### src/rtl/port_uart_tx.sv
// Byte-wide transmit port for a small processor: a write-back store feeds a
// FIFO that drains through an 8N1 serializer with a registered, glitch-free tx.
module port_uart_tx #(
  parameter int CLKS_PER_BIT = 16,
  parameter int FIFO_DEPTH   = 4
) (
  input  logic       clk,
  input  logic       rst,
  input  logic       wr_en,
  input  logic [7:0] wr_data,
  input  logic       hlt_in,
  output logic       tx,
  output logic       busy,
  output logic       full,
  output logic       overflow,
  output logic       drained
);

  localparam int AW = (FIFO_DEPTH > 1) ? $clog2(FIFO_DEPTH) : 1;
  localparam int CW = AW + 1;

  localparam logic [1:0] S_IDLE  = 2'd0;
  localparam logic [1:0] S_START = 2'd1;
  localparam logic [1:0] S_DATA  = 2'd2;
  localparam logic [1:0] S_STOP  = 2'd3;

  logic [7:0]    r_mem [FIFO_DEPTH];
  logic [AW-1:0] r_wptr;
  logic [AW-1:0] r_rptr;
  logic [CW-1:0] r_count;
  logic          r_overflow;

  logic [1:0]    r_state;
  logic [7:0]    r_clk_cnt;
  logic [2:0]    r_bit_idx;
  logic [7:0]    r_shift;
  logic          r_tx;

  logic          w_full;
  logic          w_nempty;
  logic          w_push;
  logic          w_pop;
  logic          w_bit_end;
  logic [7:0]    w_head;

  assign w_full    = (r_count == CW'(FIFO_DEPTH));
  assign w_nempty  = (r_count != '0);
  assign w_head    = r_mem[r_rptr];
  assign w_bit_end = (r_clk_cnt == 8'(CLKS_PER_BIT - 1));

  // Full is judged on the pre-edge count, so a pop on the same edge never
  // rescues a write that arrives while the FIFO is full.
  assign w_push = wr_en & ~w_full;
  assign w_pop  = w_nempty & ((r_state == S_IDLE) |
                              ((r_state == S_STOP) & w_bit_end));

  always_ff @(posedge clk) begin
    if (w_push) r_mem[r_wptr] <= wr_data;
  end

  always_ff @(posedge clk or negedge rst) begin
    if (!rst) begin
      r_wptr     <= '0;
      r_rptr     <= '0;
      r_count    <= '0;
      r_overflow <= 1'b0;
    end else begin
      if (w_push) r_wptr <= r_wptr + 1'b1;
      if (w_pop)  r_rptr <= r_rptr + 1'b1;
      case ({w_push, w_pop})
        2'b10:   r_count <= r_count + 1'b1;
        2'b01:   r_count <= r_count - 1'b1;
        default: r_count <= r_count;
      endcase
      if (wr_en && w_full) r_overflow <= 1'b1;
    end
  end

  // r_tx is loaded with the level of the state being entered, so the line
  // changes on the same edge as the state register.
  always_ff @(posedge clk or negedge rst) begin
    if (!rst) begin
      r_state   <= S_IDLE;
      r_clk_cnt <= '0;
      r_bit_idx <= '0;
      r_shift   <= '0;
      r_tx      <= 1'b1;
    end else begin
      case (r_state)
        S_IDLE: begin
          if (w_nempty) begin
            r_state   <= S_START;
            r_clk_cnt <= '0;
            r_shift   <= w_head;
            r_tx      <= 1'b0;
          end
        end
        S_START: begin
          if (w_bit_end) begin
            r_state   <= S_DATA;
            r_clk_cnt <= '0;
            r_bit_idx <= '0;
            r_tx      <= r_shift[0];
          end else begin
            r_clk_cnt <= r_clk_cnt + 8'd1;
          end
        end
        S_DATA: begin
          if (w_bit_end) begin
            r_clk_cnt <= '0;
            if (r_bit_idx == 3'd7) begin
              r_state <= S_STOP;
              r_tx    <= 1'b1;
            end else begin
              r_bit_idx <= r_bit_idx + 3'd1;
              r_shift   <= {1'b0, r_shift[7:1]};
              r_tx      <= r_shift[1];
            end
          end else begin
            r_clk_cnt <= r_clk_cnt + 8'd1;
          end
        end
        S_STOP: begin
          if (w_bit_end) begin
            r_clk_cnt <= '0;
            if (w_nempty) begin
              r_state <= S_START;
              r_shift <= w_head;
              r_tx    <= 1'b0;
            end else begin
              r_state <= S_IDLE;
              r_tx    <= 1'b1;
            end
          end else begin
            r_clk_cnt <= r_clk_cnt + 8'd1;
          end
        end
        default: begin
          r_state   <= S_IDLE;
          r_clk_cnt <= '0;
          r_tx      <= 1'b1;
        end
      endcase
    end
  end

  assign tx       = r_tx;
  assign busy     = (r_state != S_IDLE) | w_nempty;
  assign full     = w_full;
  assign overflow = r_overflow;
  assign drained  = hlt_in & ~busy;

endmodule

### config.mk
export PLATFORM = sky130hd
export DESIGN_NAME = port_uart_tx
export DESIGN_NICKNAME = d
export VERILOG_FILES = /design/src/rtl/port_uart_tx.sv
export SDC_FILE = /design/constraint.sdc
export NUM_CORES = 1
export LEC_CHECK = 0
export CORE_AREA = 2 2 80 82
export CTS_CLUSTER_SIZE = 10
export DETAILED_ROUTE_END_ITERATION = 8
export DIE_AREA = 0 0 82 84
export GPL_ROUTABILITY_DRIVEN = 1
export HOLD_SLACK_MARGIN = 0.12
export PLACE_DENSITY_LB_ADDON = 0.3
export SYNTH_ARGS = -nofsm -noshare
export SYNTH_HDL_FRONTEND = slang
export SYNTH_SLANG_ARGS = --single-unit
### constraint.sdc
create_clock -name clk -period 2.2 [get_ports clk]
set_input_delay 0.22 -clock clk [delete_from_list [all_inputs] [get_ports clk]]
set_output_delay 0.22 -clock clk [all_outputs]
set_load 0.1 [all_outputs]
==> results by group, run 1 <==
Run status
  • Run status: finished, final reports clean

Floorplanning
  • Num rows: 29
  • Initial core utilization: 48.3%
  • IO Pins: 17
  • Die height: 84 um
  • Core area: 6100 sq um
  • Die Width: 82 um
  • Die area: 6890 sq um

Routing
  • 1st-pass router iterations: 4
  • DRT Wirelength: 5090 um
  • DRT antenna net count: 0
  • Post-DR vias/cell: 5.34
  • Routed vias: 1825
  • Drc violations: 0
  • WL per Instance: 14.9 um
  • Iter 0 DRT Violations: 85

Synthesis
  • Predominant post-synthesis flop cell: edfxtp_1
  • Post-Syn Area: 2940 sq um
  • Synthesized netlist cell count: 227
  • Post-synth top area share: 32.7%
  • Post-synth EDFFs: 32
  • Synth area leader: edfxtp_1
  • Register bit total from synthesis: 62
  • Syn Nets: 253
  • Synth top area cells: edfxtp_1, dfrtp_1, mux2_2
  • Share of the yosys chip area belonging to registers: 58.2%
  • Yosys cell types: 45
  • Syn. warnings: 0
  • Post-synth ARST share: 48.4%
  • Syn_area_per_cell: 13.0 sq um

Cells and area
  • Share of layout cells above drive strength 1: 30.2%
  • Final core utilization: 57.9%
  • Final nets: 286
  • Non-filler cells in the finished layout: 342
  • Layout area overhead: 20.0%
  • Antenna diodes: 0
  • Design Area, Final: 3530 sq um

Pwr
  • VDD IR max: 864 uV
  • Pwr Density: 1410 nW/um^2
  • Tot Pwr: 4.97 mW
  • Pleak: 1.44 nW

Global route
  • Gr ovfl total: 0
  • Tot GR Track Use: 17.4%
  • M3 GR Usage: 3.68%
  • Global-route wire length before repair: 8910 um
  • Grt met1 use: 22.3%
  • GRT busiest layer: met2
  • Pin count of the biggest net entering global routing: 31
  • Initial antenna violation count: 0
  • Met2 Use GR: 26.8%
  • Vias in the first global route: 1893

Setup path
  • Kind of critical path: reg2reg
  • Required @ worst endpoint: 2.43 ns
  • Worst Setup Start Kind: flip-flop
  • Critical path's top delay family: adder cells
  • Crit path buf inv count: 0
  • Crit-path max FO: 4
  • Crit path DAT: 2.34 ns
  • Largest stage delay on the critical path: 0.44 ns
  • Crit path cell chain: nor4_4 > a31oi_4 > nor2_2 > ha_4 > fa_2 > mux2_4
  • CP max stage cell: dfrtp_1
  • Crit end category: flip-flop

Timing
  • Hold Slack: 0.270 ns
  • Least-Margin Pin Slew: 0.630 ns
  • Worst rel slew slack: 57.4%
  • Tmin final: 2.11 ns
  • # setup viols final: 0
  • Final Cycle Share: 96.0%
  • Slew Viols, Final: 0
  • Unrepaired setup endpoints after global routing: false
  • Fmax achieved: 0.473 GHz
  • Clk_skew: 0.00629 ns
  • Final hold violations: 0

Placed design
  • Post-Place Cell Area: 3300 sq um
  • I/O Buffers: 16
  • GP Congestion: 0.757
  • Dpl hpwl: 3510 um
  • Placed insts: 326

Clock tree
  • Num CTS Buffers: 9
  • Reg clk slew, reported paths: 0.07 ns
  • H-tree depth reported by CTS: 3
  • Root Driver: clkbuf_8
  • CTS tree: done
  • CTS sink cnt: 62
  • Clk_lat worst skew: 0.34 ns
  • CTS max path bufs: 2

Run
  • Max-Cap Viols: 0

Worst hold path
  • Hold crit path type: in2async
flip-flops by register name, summed over array words and instances (netlist names):
name,flops
r_bit_idx,3
tx,1
r_count,3
r_shift,8
r_wptr,2
r_clk_cnt,8
r_rptr,2
r_state,2
overflow,1
r_mem,32
path summary, 6_finish.rpt:
kind                         startpoint           end  slack (ns)  depth (start not counted)
setup reg to reg           r_clk_cnt[5]    r_count[1]        0.09                          6
hold / removal                      rst  r_clk_cnt[5]        0.27                          2
setup / recovery           r_clk_cnt[5]    r_count[1]        0.09                          6
min in group clk               overflow      overflow        0.47                          1
max in group asynchronous           rst            tx        1.60                          2
hold reg to reg                overflow      overflow        0.47                          1
synthesized netlist by cell type, types with 2 or more instances:
cell      instances
and3_1            2
o22ai_1           7
xor2_1            8
nand2b_1          3
nor2_1            9
and3_2            2
dfrtp_1          29
and2_1            5
ha_1             13
nand3_1           3
buf_2             3
or2_2             2
clkbuf_1          4
nand4_1           3
a22o_1            3
a31oi_1           2
inv_1            14
edfxtp_1         32
mux2_2           23
nor3b_1           2
or4_1             2
o21ai_0          10
a21oi_1           8
xnor2_1           3
nand2_1          15
cell type report:
| cell class | instances | area [sq um] |
|---|---|---|
| inverter | 14 | 52.6 |
| multi-input combinational | 142 | 1180 |
| clock inverter | 7 | 75.1 |
| tap | 77 | 96.3 |
| sequential | 62 | 1720 |
| fill | 509 | 2560 |
| clock buffer | 9 | 124 |
| timing repair buffer | 31 | 285 |
metal layers:
| metal | wire [um] | part of all wire (%) |
|---|---|---|
| met2 | 2530 | 50 |
| met1 | 2230 | 44 |
| met5 | 0 | 0 |
| met3 | 217 | 4.3 |
| met4 | 108 | 2.1 |
placed cells by master, fill, tap and decap left out, types with 3 or more instances in the layout:
cell | Yosys | final
edfxtp_1 | 32 | 32
dfrtp_1 | 29 | 27
mux2_2 | 23 | 22
buf_4 | 0 | 18
nand2_1 | 15 | 15
inv_1 | 14 | 13
ha_1 | 13 | 11
clkdlybuf4s50_1 | 0 | 11
o21ai_0 | 10 | 10
clkbuf_8 | 1 | 9
a21oi_1 | 8 | 8
xor2_1 | 8 | 8
nor2_1 | 9 | 8
o22ai_1 | 7 | 7
and2_1 | 5 | 4
nand2b_1 | 3 | 3
xnor2_1 | 3 | 3
nand3_1 | 3 | 3
nand4_1 | 3 | 3
a22o_1 | 3 | 3
clkinvlp_4 | 0 | 3
what timing repair did:
item                       in CTS  in global routing
setup endpoints to repair       2                  3
pin swaps                       0                  2
resized for setup               3                  5
gates cloned                    0                  0
setup buffers                   0                  0
hold buffers                    0                  0
power by group:
group | internal (mW) | switching (mW) | total [mW]
sequential | 1.58 | 0.207 | 1.79
combinational | 1.03 | 1.15 | 2.18
clock | 0.523 | 0.466 | 0.990
kinds of logic (layout without fill, tap and decap cells):
group | after synthesis | in the layout | share of synthesized area (%)
buf+inv | 23 | 61 | 3.44
xor+xnor | 11 | 11 | 3.27
simple gates | 53 | 53 | 10.0
flops | 62 | 62 | 58.2
mux | 25 | 25 | 9.91
fa+ha+maj | 14 | 14 | 6.21
compound gates | 39 | 39 | 8.93
per-stage QoR:
step | setup slack, ns | setup TNS, ns
final | 0.0879 | 0
after global routing | 0.0156 | 0
after floorplan | -0.389 | -0.611
after global placement | -0.0370 | -0.0370
after detailed placement | -0.0948 | -0.123
after CTS | 0.0147 | 0
Power figures use the tool's default switching activity.
==> run 2, diff against run 1 <==
--- a/config.mk
+++ b/config.mk
@@ -10,6 +10,7 @@
 export DETAILED_ROUTE_END_ITERATION = 8
 export DIE_AREA = 0 0 82 84
 export GPL_ROUTABILITY_DRIVEN = 1
+export GPL_TIMING_DRIVEN = 0
 export HOLD_SLACK_MARGIN = 0.12
 export PLACE_DENSITY_LB_ADDON = 0.3
 export SYNTH_ARGS = -nofsm -noshare
==> run 2 against run 1 <==
Core utilization is 0.84 points lower; count of clock-buffer cells in the layout stayed put; non-clock buffer count is 3 lower; highest routed layer unchanged; sequential power hardly changed; combinational power hardly changed; largest power group unchanged; largest cell class unchanged; sequential share of layout area is 0.72 points higher; clock skew is 0.0050 ns higher.
==> results by group, run 2 (synthesis gave the netlist of run 1 again) <==
Routing
  • 1st-pass router iterations: 4 (unchanged)
  • DRT Wirelength: 5220 um (was 5090 um)
  • Post-DR vias/cell: 5.28 (was 5.34)
  • Routed vias: 1791 (was 1825)
  • DRT antenna net count: 0 (unchanged)
  • Drc violations: 0 (unchanged)
  • WL per Instance: 15.4 um (was 14.9 um)
  • Iter 0 DRT Violations: 50 (was 85)

Setup path
  • Worst Setup Start Kind: flip-flop (unchanged)
  • Largest stage delay on the critical path: 0.42 ns (was 0.44 ns)
  • Crit path DAT: 2.37 ns (was 2.34 ns)
  • Crit-path max FO: 2 (was 4)
  • CP max stage cell: dfrtp_1 (unchanged)
  • Required @ worst endpoint: 2.43 ns (about the same)
  • Crit path cell chain: nor4_4 > a31oi_4 > nor2_2 > ha_4 > fa_2 > mux2_4 (unchanged)
  • Crit end category: flip-flop (unchanged)
  • Slack of the worst reg-to-reg path: 0.06 ns (was 0.09 ns)
  • Kind of critical path: reg2reg (unchanged)

Cells and area
  • Antenna diodes: 0 (unchanged)
  • Layout area overhead: 18.3% (was 20.0%)
  • Top reg by flops: r_mem (unchanged)
  • Area of the multi-input gates: 1200 sq um (was 1180 sq um)
  • Sequential Area: 1720 sq um (unchanged)
  • Layout filler cell count: 514 (was 509)
  • Final nets: 283 (was 286)
  • Most common cell after layout, fill and taps aside: edfxtp_1 (unchanged)
  • Most frequent cells in the layout: edfxtp_1, dfrtp_1, mux2_2 (unchanged)
  • Share of layout cells above drive strength 1: 28.6% (was 30.2%)
  • Largest register FFs: 32 (unchanged)
  • Top flop regs: r_mem (32), r_clk_cnt (8), r_shift (8) (unchanged)

Pwr
  • VDD IR max: 1130 uV (was 864 uV)
  • Tot Pwr: 4.88 mW (was 4.97 mW)
  • Pleak: 1.41 nW (was 1.44 nW)
  • Pwr Density: 1400 nW/um^2 (was 1410 nW/um^2)

Clock tree
  • CTS tree: done (unchanged)
  • Root Driver: clkbuf_8 (unchanged)
  • CTS max path bufs: 2 (unchanged)
  • Num CTS Buffers: 9 (unchanged)
  • Reg clk slew, reported paths: 0.07 ns (about the same)
  • H-tree depth reported by CTS: 3 (unchanged)
  • Clk_lat worst skew: 0.35 ns (was 0.34 ns)
  • CTS sink cnt: 62 (unchanged)

Timing
  • Hold Slack: 0.456 ns (was 0.270 ns)
  • Final hold violations: 0 (unchanged)
  • Least-Margin Pin Slew: 0.966 ns (was 0.630 ns)
  • Tmin final: 2.14 ns (was 2.11 ns)
  • Worst rel slew slack: 35.4% (was 57.4%)
  • Slew Viols, Final: 0 (unchanged)
  • Final Cycle Share: 97.2% (was 96.0%)
  • Unrepaired setup endpoints after global routing: false (unchanged)
  • Setup tns final: 0 ns (unchanged)
  • Fmax achieved: 0.468 GHz (was 0.473 GHz)
  • Clk_skew: 0.0113 ns (was 0.00629 ns)
  • # setup viols final: 0 (unchanged)

Global route
  • Global-route wire length before repair: 8640 um (was 8910 um)
  • Gr ovfl total: 0 (unchanged)
  • Vias in the first global route: 1802 (was 1893)
  • Pin count of the biggest net entering global routing: 31 (unchanged)
  • Initial antenna violation count: 0 (unchanged)
  • Tot GR Track Use: 16.9% (was 17.4%)

Floorplanning
  • Num rows: 29 (unchanged)
  • Initial core utilization: 48.3% (unchanged)
  • IO Pins: 17 (unchanged)
  • Core area: 6100 sq um (unchanged)
  • Die Width: 82 um (unchanged)
  • Die height: 84 um (unchanged)
  • Die area: 6890 sq um (unchanged)

Placed design
  • GP Congestion: 0.745 (was 0.757)
  • Dpl hpwl: 3480 um (was 3510 um)
  • I/O Buffers: 16 (unchanged)

Run status
  • Run status: finished, final reports clean (unchanged)

Worst hold path
  • Hold crit path type: in2async (unchanged)

Run
  • Max-Cap Viols: 0 (unchanged)
[run 2: cell type report]
cell class	instances	area share, %
timing repair buffer	21	5.61
inverter	14	1.51
tap	77	2.77
sequential	62	49.3
buffer	7	1.26
multi-input combinational	142	34.4
clock buffer	9	3.56
clock inverter	7	1.62
[run 2: report_power, final]
part	internal (mW)	leakage, nW	switching, mW
Sequential	1.58	0.659	0.214
Clock	0.422	0.0906	0.494
Combinational	0.993	0.660	1.17
Total	3.00	1.41	1.88
[run 2: layer usage]
layer / track usage (%) / share of wire (%) / wire, um / vias up
met5: 0 / 0 / 0 / -
met4: 7.73 / 1.6 / 81 / 0
met3: 4.22 / 2.6 / 136 / 9
met2: 25.6 / 49 / 2550 / 18
met1: 22.7 / 47 / 2450 / 883
li1: - / - / - / 881
[run 2: worst max-delay path: cells and delay by family, from the launching register on]
| family | cells | cell delay, ns |
|---|---|---|
| flip-flops | 1 | 0.42 |
| AND/OR/NAND/NOR | 2 | 0.59 |
| adder cells (fa/ha/maj) | 2 | 0.61 |
| AO/OA/AOI/OAI | 1 | 0.14 |
| multiplexers | 1 | 0.27 |
[run 2: stage by stage]
stage	setup slack (ns)	std cells	instance area [sq um]	utilization, %
global route	0.00218	339	3480	57.1
finish	0.0620	339	3480	57.1
global placement	-0.452	320	3230	53.0
detailed placement	-0.461	320	3220	52.9
CTS	0.00824	339	3460	56.8
floorplan	-0.389	227	2970	-
[run 2: final timing paths]
kind                         startpoint      endpoint  cells after the start
min reg2reg                    overflow      overflow                      1
max                        r_clk_cnt[7]    r_count[1]                      6
max in group asynchronous           rst    r_count[0]                      2
min in group clk               overflow      overflow                      1
min                                 rst  r_clk_cnt[2]                      2
max reg2reg                r_clk_cnt[7]    r_count[1]                      6
[run 2: repair_timing]
action / 4_1_cts / 5_1_grt
buffers inserted: 3 / 1
hold buffers: 1 / 0
pin swaps: 1 / 3
gates resized for setup: 17 / 10
endpoints found under the setup margin: 6 / 12
endpoints found under the hold margin: 29 / 0
